### src/rtl/alu_arbiter_pkg.sv
// Shared opcode constants, FSM state type and legal-opcode check for alu_arbiter.
package alu_arb_pkg;

    localparam logic [2:0] OP_SUB     = 3'b111;
    localparam logic [2:0] OP_ABSDIFF = 3'b101;
    localparam logic [2:0] OP_PASSA   = 3'b100;

    typedef enum logic [1:0] {
        IDLE,
        EXEC,
        RESP
    } arb_state_t;

    function automatic logic is_legal_op(input logic [2:0] op);
        return (op == OP_SUB) || (op == OP_ABSDIFF) || (op == OP_PASSA);
    endfunction

endpackage

### src/rtl/alu_arbiter_if.sv
// Request/response handshakes of both clients plus the ALU operand/result bus.
interface alu_arbiter_if #(
    parameter int unsigned WIDTH = 32
);
    logic             req0_valid;
    logic             req0_ready;
    logic [WIDTH-1:0] req0_a;
    logic [WIDTH-1:0] req0_b;
    logic [2:0]       req0_op;
    logic             req1_valid;
    logic             req1_ready;
    logic [WIDTH-1:0] req1_a;
    logic [WIDTH-1:0] req1_b;
    logic [2:0]       req1_op;
    logic             rsp0_valid;
    logic             rsp0_ready;
    logic             rsp1_valid;
    logic             rsp1_ready;
    logic [WIDTH-1:0] rsp_data;
    logic             rsp_err;
    logic [WIDTH-1:0] alu_a;
    logic [WIDTH-1:0] alu_b;
    logic [2:0]       alu_con;
    logic [WIDTH-1:0] alu_out;

    modport master (
        output req0_valid, req0_a, req0_b, req0_op,
        output req1_valid, req1_a, req1_b, req1_op,
        output rsp0_ready, rsp1_ready, alu_out,
        input  req0_ready, req1_ready, rsp0_valid, rsp1_valid,
        input  rsp_data, rsp_err, alu_a, alu_b, alu_con
    );

    modport slave (
        input  req0_valid, req0_a, req0_b, req0_op,
        input  req1_valid, req1_a, req1_b, req1_op,
        input  rsp0_ready, rsp1_ready, alu_out,
        output req0_ready, req1_ready, rsp0_valid, rsp1_valid,
        output rsp_data, rsp_err, alu_a, alu_b, alu_con
    );

endinterface

### src/rtl/alu_arbiter_rr_arb2.sv
// Two-way round-robin grant; i_last is the requester served most recently.
module rr_arb2 (
    input  logic i_valid0,
    input  logic i_valid1,
    input  logic i_last,
    output logic o_any,
    output logic o_grant
);

    assign o_any = i_valid0 | i_valid1;

    always_comb begin
        if (i_valid0 && i_valid1) begin
            o_grant = ~i_last;
        end else begin
            o_grant = i_valid1;
        end
    end

endmodule

### src/rtl/alu_arbiter.sv
// Shares one external ALU between two requesters (IDLE -> EXEC -> RESP).
// Optional grant counters enabled by defining ALU_ARB_STATS_EN.
module alu_arbiter
    import alu_arb_pkg::*;
#(
    parameter int unsigned WIDTH = 32
) (
    input  logic          clk,
    input  logic          rst,
    alu_arbiter_if.slave  bus
`ifdef ALU_ARB_STATS_EN
    ,
    output logic [15:0]   grant_cnt0,
    output logic [15:0]   grant_cnt1
`endif
);

    arb_state_t       r_state;
    arb_state_t       w_next_state;
    logic             r_owner;
    logic             r_last;
    logic [WIDTH-1:0] r_alu_a;
    logic [WIDTH-1:0] r_alu_b;
    logic [2:0]       r_alu_con;
    logic [WIDTH-1:0] r_rsp_data;
    logic             r_rsp_err;

    logic w_any;
    logic w_grant;
    logic w_accept;
    logic w_rsp_fire;
    logic w_req0_ready;
    logic w_req1_ready;
    logic w_rsp0_valid;
    logic w_rsp1_valid;

    rr_arb2 u_rr_arb2 (
        .i_valid0 (bus.req0_valid),
        .i_valid1 (bus.req1_valid),
        .i_last   (r_last),
        .o_any    (w_any),
        .o_grant  (w_grant)
    );

    always_ff @(posedge clk) begin
        if (rst) begin
            r_state <= IDLE;
        end else begin
            r_state <= w_next_state;
        end
    end

    always_comb begin
        w_next_state = r_state;
        w_accept     = 1'b0;
        w_rsp_fire   = 1'b0;
        w_req0_ready = 1'b0;
        w_req1_ready = 1'b0;
        w_rsp0_valid = 1'b0;
        w_rsp1_valid = 1'b0;
        case (r_state)
            IDLE: begin
                w_req0_ready = w_any && !w_grant;
                w_req1_ready = w_any && w_grant;
                if (w_any) begin
                    w_accept     = 1'b1;
                    w_next_state = EXEC;
                end
            end
            EXEC: begin
                w_next_state = RESP;
            end
            RESP: begin
                w_rsp0_valid = !r_owner;
                w_rsp1_valid = r_owner;
                w_rsp_fire   = r_owner ? bus.rsp1_ready : bus.rsp0_ready;
                if (w_rsp_fire) begin
                    w_next_state = IDLE;
                end
            end
            default: begin
                w_next_state = IDLE;
            end
        endcase
    end

    always_ff @(posedge clk) begin
        if (rst) begin
            r_owner    <= 1'b0;
            r_last     <= 1'b1;
            r_alu_a    <= '0;
            r_alu_b    <= '0;
            r_alu_con  <= '0;
            r_rsp_data <= '0;
            r_rsp_err  <= 1'b0;
        end else begin
            if (w_accept) begin
                r_owner   <= w_grant;
                r_alu_a   <= w_grant ? bus.req1_a  : bus.req0_a;
                r_alu_b   <= w_grant ? bus.req1_b  : bus.req0_b;
                r_alu_con <= w_grant ? bus.req1_op : bus.req0_op;
            end
            // Illegal opcodes still run through the ALU, but the result is masked.
            if (r_state == EXEC) begin
                r_rsp_data <= is_legal_op(r_alu_con) ? bus.alu_out : '0;
                r_rsp_err  <= !is_legal_op(r_alu_con);
            end
            if (w_rsp_fire) begin
                r_last <= r_owner;
            end
        end
    end

`ifdef ALU_ARB_STATS_EN
    always_ff @(posedge clk) begin
        if (rst) begin
            grant_cnt0 <= '0;
            grant_cnt1 <= '0;
        end else if (w_accept) begin
            if (!w_grant && (grant_cnt0 != 16'hFFFF)) begin
                grant_cnt0 <= grant_cnt0 + 16'd1;
            end
            if (w_grant && (grant_cnt1 != 16'hFFFF)) begin
                grant_cnt1 <= grant_cnt1 + 16'd1;
            end
        end
    end
`endif

    assign bus.req0_ready = w_req0_ready;
    assign bus.req1_ready = w_req1_ready;
    assign bus.rsp0_valid = w_rsp0_valid;
    assign bus.rsp1_valid = w_rsp1_valid;
    assign bus.rsp_data   = r_rsp_data;
    assign bus.rsp_err    = r_rsp_err;
    assign bus.alu_a      = r_alu_a;
    assign bus.alu_b      = r_alu_b;
    assign bus.alu_con    = r_alu_con;

endmodule

### src/flat_wrapper.sv
// flat-port wrapper written by rule: the top's interface ports become plain ports
module alu_arbiter_flat import alu_arb_pkg::*;
#(
    parameter int unsigned WIDTH = 32
)
  (clk, rst, bus_req0_valid, bus_req0_a, bus_req0_b, bus_req0_op, bus_req1_valid, bus_req1_a, bus_req1_b, bus_req1_op, bus_rsp0_ready, bus_rsp1_ready, bus_alu_out, bus_req0_ready, bus_req1_ready, bus_rsp0_valid, bus_rsp1_valid, bus_rsp_data, bus_rsp_err, bus_alu_a, bus_alu_b, bus_alu_con);
  alu_arbiter_if #(.WIDTH(WIDTH)) bus_i ();
  input  logic clk;
  input  logic rst;
  input wire logic [$bits(bus_i.req0_valid)-1:0] bus_req0_valid;
  input wire logic [$bits(bus_i.req0_a)-1:0] bus_req0_a;
  input wire logic [$bits(bus_i.req0_b)-1:0] bus_req0_b;
  input wire logic [$bits(bus_i.req0_op)-1:0] bus_req0_op;
  input wire logic [$bits(bus_i.req1_valid)-1:0] bus_req1_valid;
  input wire logic [$bits(bus_i.req1_a)-1:0] bus_req1_a;
  input wire logic [$bits(bus_i.req1_b)-1:0] bus_req1_b;
  input wire logic [$bits(bus_i.req1_op)-1:0] bus_req1_op;
  input wire logic [$bits(bus_i.rsp0_ready)-1:0] bus_rsp0_ready;
  input wire logic [$bits(bus_i.rsp1_ready)-1:0] bus_rsp1_ready;
  input wire logic [$bits(bus_i.alu_out)-1:0] bus_alu_out;
  output wire logic [$bits(bus_i.req0_ready)-1:0] bus_req0_ready;
  output wire logic [$bits(bus_i.req1_ready)-1:0] bus_req1_ready;
  output wire logic [$bits(bus_i.rsp0_valid)-1:0] bus_rsp0_valid;
  output wire logic [$bits(bus_i.rsp1_valid)-1:0] bus_rsp1_valid;
  output wire logic [$bits(bus_i.rsp_data)-1:0] bus_rsp_data;
  output wire logic [$bits(bus_i.rsp_err)-1:0] bus_rsp_err;
  output wire logic [$bits(bus_i.alu_a)-1:0] bus_alu_a;
  output wire logic [$bits(bus_i.alu_b)-1:0] bus_alu_b;
  output wire logic [$bits(bus_i.alu_con)-1:0] bus_alu_con;
  assign bus_i.req0_valid = bus_req0_valid;
  assign bus_i.req0_a = bus_req0_a;
  assign bus_i.req0_b = bus_req0_b;
  assign bus_i.req0_op = bus_req0_op;
  assign bus_i.req1_valid = bus_req1_valid;
  assign bus_i.req1_a = bus_req1_a;
  assign bus_i.req1_b = bus_req1_b;
  assign bus_i.req1_op = bus_req1_op;
  assign bus_i.rsp0_ready = bus_rsp0_ready;
  assign bus_i.rsp1_ready = bus_rsp1_ready;
  assign bus_i.alu_out = bus_alu_out;
  assign bus_req0_ready = bus_i.req0_ready;
  assign bus_req1_ready = bus_i.req1_ready;
  assign bus_rsp0_valid = bus_i.rsp0_valid;
  assign bus_rsp1_valid = bus_i.rsp1_valid;
  assign bus_rsp_data = bus_i.rsp_data;
  assign bus_rsp_err = bus_i.rsp_err;
  assign bus_alu_a = bus_i.alu_a;
  assign bus_alu_b = bus_i.alu_b;
  assign bus_alu_con = bus_i.alu_con;
  alu_arbiter #(.WIDTH(WIDTH)) u_core (.clk(clk), .rst(rst), .bus(bus_i));
endmodule
### config.mk
export PLATFORM = sky130hd
export DESIGN_NAME = alu_arbiter_flat
export DESIGN_NICKNAME = d
export VERILOG_FILES = /design/src/rtl/alu_arbiter_pkg.sv /design/src/rtl/alu_arbiter_if.sv /design/src/rtl/alu_arbiter_rr_arb2.sv /design/src/rtl/alu_arbiter.sv /design/src/flat_wrapper.sv
export SDC_FILE = /design/constraint.sdc
export NUM_CORES = 1
export LEC_CHECK = 0
export ABC_AREA = 1
export CORE_UTILIZATION = 30
export DETAILED_ROUTE_END_ITERATION = 10
export PLACE_DENSITY = 0.67
export SYNTH_ARGS = -nofsm -noshare
export SYNTH_HDL_FRONTEND = slang
export SYNTH_SLANG_ARGS = --single-unit
### constraint.sdc
create_clock -name clk -period 1.85 [get_ports clk]
set_input_delay 0.2775 -clock clk [delete_from_list [all_inputs] [get_ports clk]]
set_output_delay 0.2775 -clock clk [all_outputs]
set_load 0.1 [all_outputs]
==> reports/metrics.yaml, run 1 <==
yosys:
  syn-num-nets: 935
  yosysTopAreaCellShare_pct: 42.03
  yosys-top-cells-area: "dfxtp_1, nor2_1, nand2_1"
  syn_area_per_cell_sq_um: 6.492
  synth_area_leader_cell: "dfxtp_1"
  synth_area_sq_mm: 0.004954
  ys_types: 18
  ys_ff_latch: 104
  postSynthCellCount: 763
  yosysWarnings: 0
  yosysSeqAreaShare_pct: 42.03
route:
  detail-route-antenna-nets: 0
  drc: 0
  num_vias: 5653
  routed_wl_mm: 17.06
  viasPerCell: 4.592
  post_drt_wl_per_cell_um: 13.86
  first_pass_iters: 4
  drtIter0Drc: 283
clocking:
  htree_levels: 3
  insertion_delay_ns: 0.35
  cts.clk_slew.worst_paths_ns: 0.07
  clkSinkCount: 104
  clockBufferDepth: 2
  cts_root_buf: "clkbuf_16"
  numCtsBuffers: 9
  hold_buffers: 0
  cts_tree: "done"
power:
  clock_power_share_pct: 24.5
  p_leak_nw: 3.630
  switching_share_pct: 42.56
  seq_power_share_pct: 33.4
  power.internal_w: 0.004417
  cellPowerDensity_mw_per_mm2: 956.3
  p_comb_share_pct: 42.1
  p_sw_w: 0.003272
  ir_drop_mv: 0.4822
die:
  ios: 276
  initial_core_util_pct: 30.96
  coreArea_sq_mm: 0.01600
  rows: 46
  die_x_um: 130.5
  die_area_sq_mm: 0.01703
  die-height_um: 130.5
placement:
  routabilityCongestion: 0.7948
  post-dp-hpwl_mm: 11.78
  placed_cells: 1215
  port_buffers: 275
  placed_area_sq_mm: 0.007750
  dp_slack_ns: 0.03256
hold_path:
  holdCritPathClass: "register to register"
sta:
  fmax_mhz: 560.0
  post-route-min-period_ns: 1.786
  fin_skew_ns: 0.009526
  worst_slew_pin_slew_ns: 0.6193
  final_max_slew_viol_count: 0
  slew_headroom_pct: 58.71
  tns_ns: 0
  period_share_pct: 96.53
  hold_slack_ns: 0.4662
  rsz0062_at_grt: "no"
  setup_slack_ns: 0.06418
  setup_viol: 0
  finalHoldViolations: 0
critical_path:
  critPathKind: "primary input to primary output"
  crit_chain: "clkdlybuf4s50_1 -> nor2_2 -> nor2_4 -> inv_1 -> nor2_4 -> buf_12"
  path_max_fanout: 4
  cp-start-kind: "primary input"
  critPathArrivalTime_ns: 1.51
  max_stage_delay_ns: 0.58
  crit_buf_inv: 3
  cp_data_required_time_ns: 1.57
  critPathTopFamily: "buffers and inverters"
  path_common_cell: "nor2_4"
  slowest_stage: "clkdlybuf4s50_1"
  cp-end-kind: "primary output"
global_route:
  grt_pass1_wl_mm: 26.21
  grt_antenna_before_repair: 1
  grt_usage_pct: 19.63
  grt_start_max_net_pins: 70
  grt_overflow: 0
  grt_pass1_vias: 5216
layout:
  fillers: 1653
  fin_area_sq_mm: 0.008040
  layout-drive-gt1-share_pct: 14.79
  area_growth_syn_to_layout_pct: 62.31
  nets: 1183
  regArea_sq_mm: 0.002082
  stdcell_count: 1231
  multiInputGateArea_sq_mm: 0.002307
run:
  maxCapViolations: 0
outcome:
  status: "completed"
[state kept, by name, summed over array words and instances, names as in the netlist]
signal and count:
u_core.bus.alu_a 32, u_core.bus.alu_b 32, u_core.bus.alu_con 3, u_core.bus.rsp_data 32, u_core.bus.rsp_err 1, u_core.r_last 1, u_core.r_owner 1, u_core.r_state 2
[layer usage]
metal | share of wire, % | GRT usage [%] | routed length [um]
met1 | 44 | 24.70 | 7565
met2 | 47 | 32.59 | 8000
met5 | 0 | 0 | 0
met3 | 5.9 | 3.624 | 1008
met4 | 2.9 | 8.925 | 488
[Yosys cell counts]
cell type	instances
nor2_1	209
nand2_1	106
dfxtp_1	104
inv_1	74
o21ai_0	69
nand3_1	67
a21oi_1	33
nand4_1	33
clkbuf_1	27
buf_2	26
buf_6	6
inv_2	2
nor2_2	2
a21oi_2	1
buf_4	1
nor2_4	1
o211ai_1	1
o21ai_1	1
[metrics by stage]
| step | total power [W] | utilization, % |
|---|---|---|
| finish | 0.007689 | 50.25 |
| global route | 0.008056 | 50.25 |
| CTS | 0.007752 | 50.17 |
| detailed placement | 0.005855 | 48.44 |
| global placement | 0.005845 | 48.44 |
| floorplan | 0.004877 | - |
[power groups by stage]
stage	combinational [W]	clock, W	sequential [W]
after floorplan	0.000809	0	0.00407
after global placement	0.00323	0	0.00262
after detailed placement	0.00324	0	0.00262
after CTS	0.00324	0.00194	0.00257
after global routing	0.00342	0.00204	0.00260
final	0.00323	0.00189	0.00257
[worst register-to-register path, delay by kind of cell (launching register included)]
kind                   cells  cell delay, ns
flip-flops                 1            0.30
buffers and inverters      3            0.51
AND/OR/NAND/NOR            5            0.54
[final cells by class]
| cell class | instances | area share (%) |
|---|---|---|
| timing repair buffer | 297 | 35.01 |
| multi-input combinational | 523 | 28.70 |
| sequential | 104 | 25.89 |
| inverter | 76 | 3.548 |
| tap | 216 | 3.361 |
| clock buffer | 11 | 2.894 |
| clock inverter | 3 | 0.5602 |
| antenna | 1 | 0.03112 |
[placed cells by master (no fill, tap or decap), types with 3 or more instances in the layout]
| cell type | count |
|---|---|
| a21oi_1 | 33 |
| nand2_1 | 104 |
| nand3_1 | 67 |
| nand4_1 | 33 |
| clkdlybuf4s50_1 | 170 |
| clkbuf_16 | 9 |
| buf_4 | 113 |
| dfxtp_1 | 104 |
| inv_1 | 73 |
| o21ai_0 | 69 |
| nor2_1 | 207 |
| inv_2 | 3 |
| nor2_4 | 3 |
| buf_12 | 13 |
[path summary, 6_finish.rpt]
check | from | endpoint | slack (ns) | cells after the start
worst max-delay path | bus_req0_valid | bus_req0_ready | 0.06 | 6
worst min-delay path | u_core.bus.rsp_data[17]$_SDFFE_PP0N_ | u_core.bus.rsp_data[17]$_SDFFE_PP0N_ | 0.47 | 2
worst max register to register | u_core.r_state[0]$_SDFFE_PP0P_ | u_core.bus.alu_a[12]$_SDFFE_PP0P_ | 0.41 | 8
worst min register to register | u_core.bus.rsp_data[17]$_SDFFE_PP0N_ | u_core.bus.rsp_data[17]$_SDFFE_PP0N_ | 0.47 | 2
[kinds of logic after synthesis]
kind of cell           count (synthesis)  share of synthesized area (%)
and+or+nand+nor                      418                          35.29
buffers and inverters                136                          11.95
AOI/OAI and AO/OA                    105                          10.74
DFF                                  104                          42.03
[timing repair]
| action | in CTS | in global routing |
|---|---|---|
| endpoints found under the setup margin | 0 | 1 |
| buffers inserted | 0 | 1 |
| resized for setup | 0 | 1 |
| endpoints found under the hold margin | 0 | 0 |
No activity file was read; power rests on OpenSTA's default activity.
==> run 2: changes to the inputs <==
Settings changed: CORE_UTILIZATION 30 to 42, PLACE_DENSITY 0.67 to 0.88.
==> run 2 against run 1 <==
Against the previous run: power is 4.0% higher; critical path depth stayed put; clock skew is 0.0012 ns lower; critical endpoint unchanged; largest power group unchanged.
==> reports/metrics.yaml, run 2 (synthesis gave the netlist of run 1 again) <==
clocking:
  clkSinkCount: 104
  cts.clk_slew.worst_paths_ns: 0.07
  cts_root_buf: "clkbuf_16"
  cts_tree: "done"
  insertion_delay_ns: 0.34
  post-cts-setup-buffer-count: 0
  numCtsBuffers: 9
  htree_levels: 3
  clockBufferDepth: 2
global_route:
  grt_antenna_before_repair: 1
  grt_overflow: 0
  grt_pass1_wl_mm: 26.72
  grt_pass1_vias: 5401
  grt_usage_pct: 26.72
  grt_start_max_net_pins: 62
critical_path:
  crit_chain: "inv_1 -> nand2_2 -> nor2_4 -> inv_1 -> nor2_4 -> buf_12"
  cp-end-kind: "primary output"
  slowest_stage: "dfxtp_1"
  cp.depth: 6
  critPathTopFamily: "buffers and inverters"
  ff2ff_path_depth: 6
  crit_buf_inv: 3
  cp_data_required_time_ns: 1.57
  critPathKind: "register to primary output"
  path_max_fanout: 4
  cp-start-kind: "register"
  critPathArrivalTime_ns: 1.45
  max_stage_delay_ns: 0.31
route:
  num_vias: 5770
  post_drt_wl_per_cell_um: 14.26
  routed_wl_mm: 16.59
  drc: 0
  m1WireLength_mm: 6.743
  detail-route-antenna-nets: 0
  met2_wirelength_mm: 8.328
  topRoutingLayerUsed: "met4"
  wl_met3_mm: 1.031
  first_pass_iters: 5
  viasPerCell: 4.961
  drtIter0Drc: 436
sta:
  post-route-min-period_ns: 1.729
  setup_viol: 0
  final_max_slew_viol_count: 0
  rsz0062_at_grt: "no"
  fmax_mhz: 578.3
  hold_slack_ns: 0.4262
  fin_skew_ns: 0.008309
  tns_ns: 0
  finalHoldViolations: 0
  period_share_pct: 93.48
  slew_headroom_pct: 61.75
  worst_slew_pin_slew_ns: 0.5729
hold_path:
  holdCritPathClass: "primary input to register"
  worstHoldPathCells: 5
placement:
  port_buffers: 275
  routabilityCongestion: 0.8040
  placed_cells: 1146
  placed_area_sq_mm: 0.007701
  post-dp-hpwl_mm: 11.69
layout:
  final_core_util_pct: 70.20
  final_cell_mix: "nor2_1, clkdlybuf4s50_1, buf_4"
  layout-drive-gt1-share_pct: 15.31
  nets: 1186
  regArea_sq_mm: 0.002082
  multiInputGateArea_sq_mm: 0.002307
  final_common_cell: "nor2_1"
  fillers: 932
  stdcell_count: 1163
  area_growth_syn_to_layout_pct: 62.52
  fin_area_sq_mm: 0.008050
outcome:
  status: "completed"
die:
  ios: 276
  rows: 39
  coreArea_sq_mm: 0.01147
  die_x_um: 110.6
  die_area_sq_mm: 0.01223
  die-height_um: 110.6
  initial_core_util_pct: 43.20
power:
  ir_drop_mv: 0.5706
  p_leak_nw: 3.690
  cellPowerDensity_mw_per_mm2: 993.5
run:
  maxCapViolations: 0
run 2: cell types whose count changed in the layout (fill, tap and decap cells not counted), sizes merged:
| cell | change |
|---|---|
| buf | +3 |
| bufinv | +1 |
| clkbuf | +1 |
| clkdlybuf4s50 | -1 |
| clkinv | +1 |
| dlymetal6s2s | +1 |
| inv | -1 |
run 2: what timing repair did:
| action | in CTS | in global routing |
|---|---|---|
| resized for setup | 0 | 2 |
| setup endpoints to repair | 0 | 1 |
| hold endpoints to repair | 0 | 0 |
| hold buffers | 0 | 0 |
run 2: worst paths after layout:
kind                                             start                                    to  slack, ns
hold reg to reg   u_core.bus.rsp_data[19]$_SDFFE_PP0N_  u_core.bus.rsp_data[19]$_SDFFE_PP0N_       0.47
setup reg to reg        u_core.r_state[0]$_SDFFE_PP0P_    u_core.bus.alu_con[1]$_SDFFE_PP0P_       0.37
hold / removal                          bus_req1_valid           u_core.r_owner$_SDFFE_PP0P_       0.43
setup / recovery        u_core.r_state[0]$_SDFFE_PP0P_                        bus_req0_ready       0.12
run 2: cell type report:
cell class	instances	share of cell area (%)
sequential	104	25.86
tap	143	2.223
multi-input combinational	523	28.66
clock inverter	4	0.9325
inverter	76	3.544
clock buffer	12	3.311
timing repair buffer	300	35.44
antenna	1	0.03108
run 2: power breakdown:
group / switching (W) / leakage, nW / internal, W
clock network: 0.000852 / 0.161 / 0.00130
logic: 0.00232 / 2.67 / 0.000954
registers: 0.000122 / 0.856 / 0.00245
total: 0.00329 / 3.69 / 0.00470
run 2: metal layers:
metal / GRT usage, % / vias to the layer above
li1: - / 2909
met3: 5.269 / 38
met5: 0 / -
met1: 31.57 / 2597
met2: 46.42 / 226
met4: 12.36 / 0
run 2: metrics by stage:
stage	setup WS, ns	total power [W]
global placement	0.09692	0.005850
detailed placement	0.04099	0.005884
finish	0.1207	0.007998
CTS	0.05466	0.008024
global route	0.01928	0.008319
floorplan	-0.1592	0.004877
run 2: worst min-delay path: cells and delay by family:
family | cells | cell delay [ns]
buf+inv | 2 | 0.20
simple gates | 2 | 0.20
compound gates | 1 | 0.05
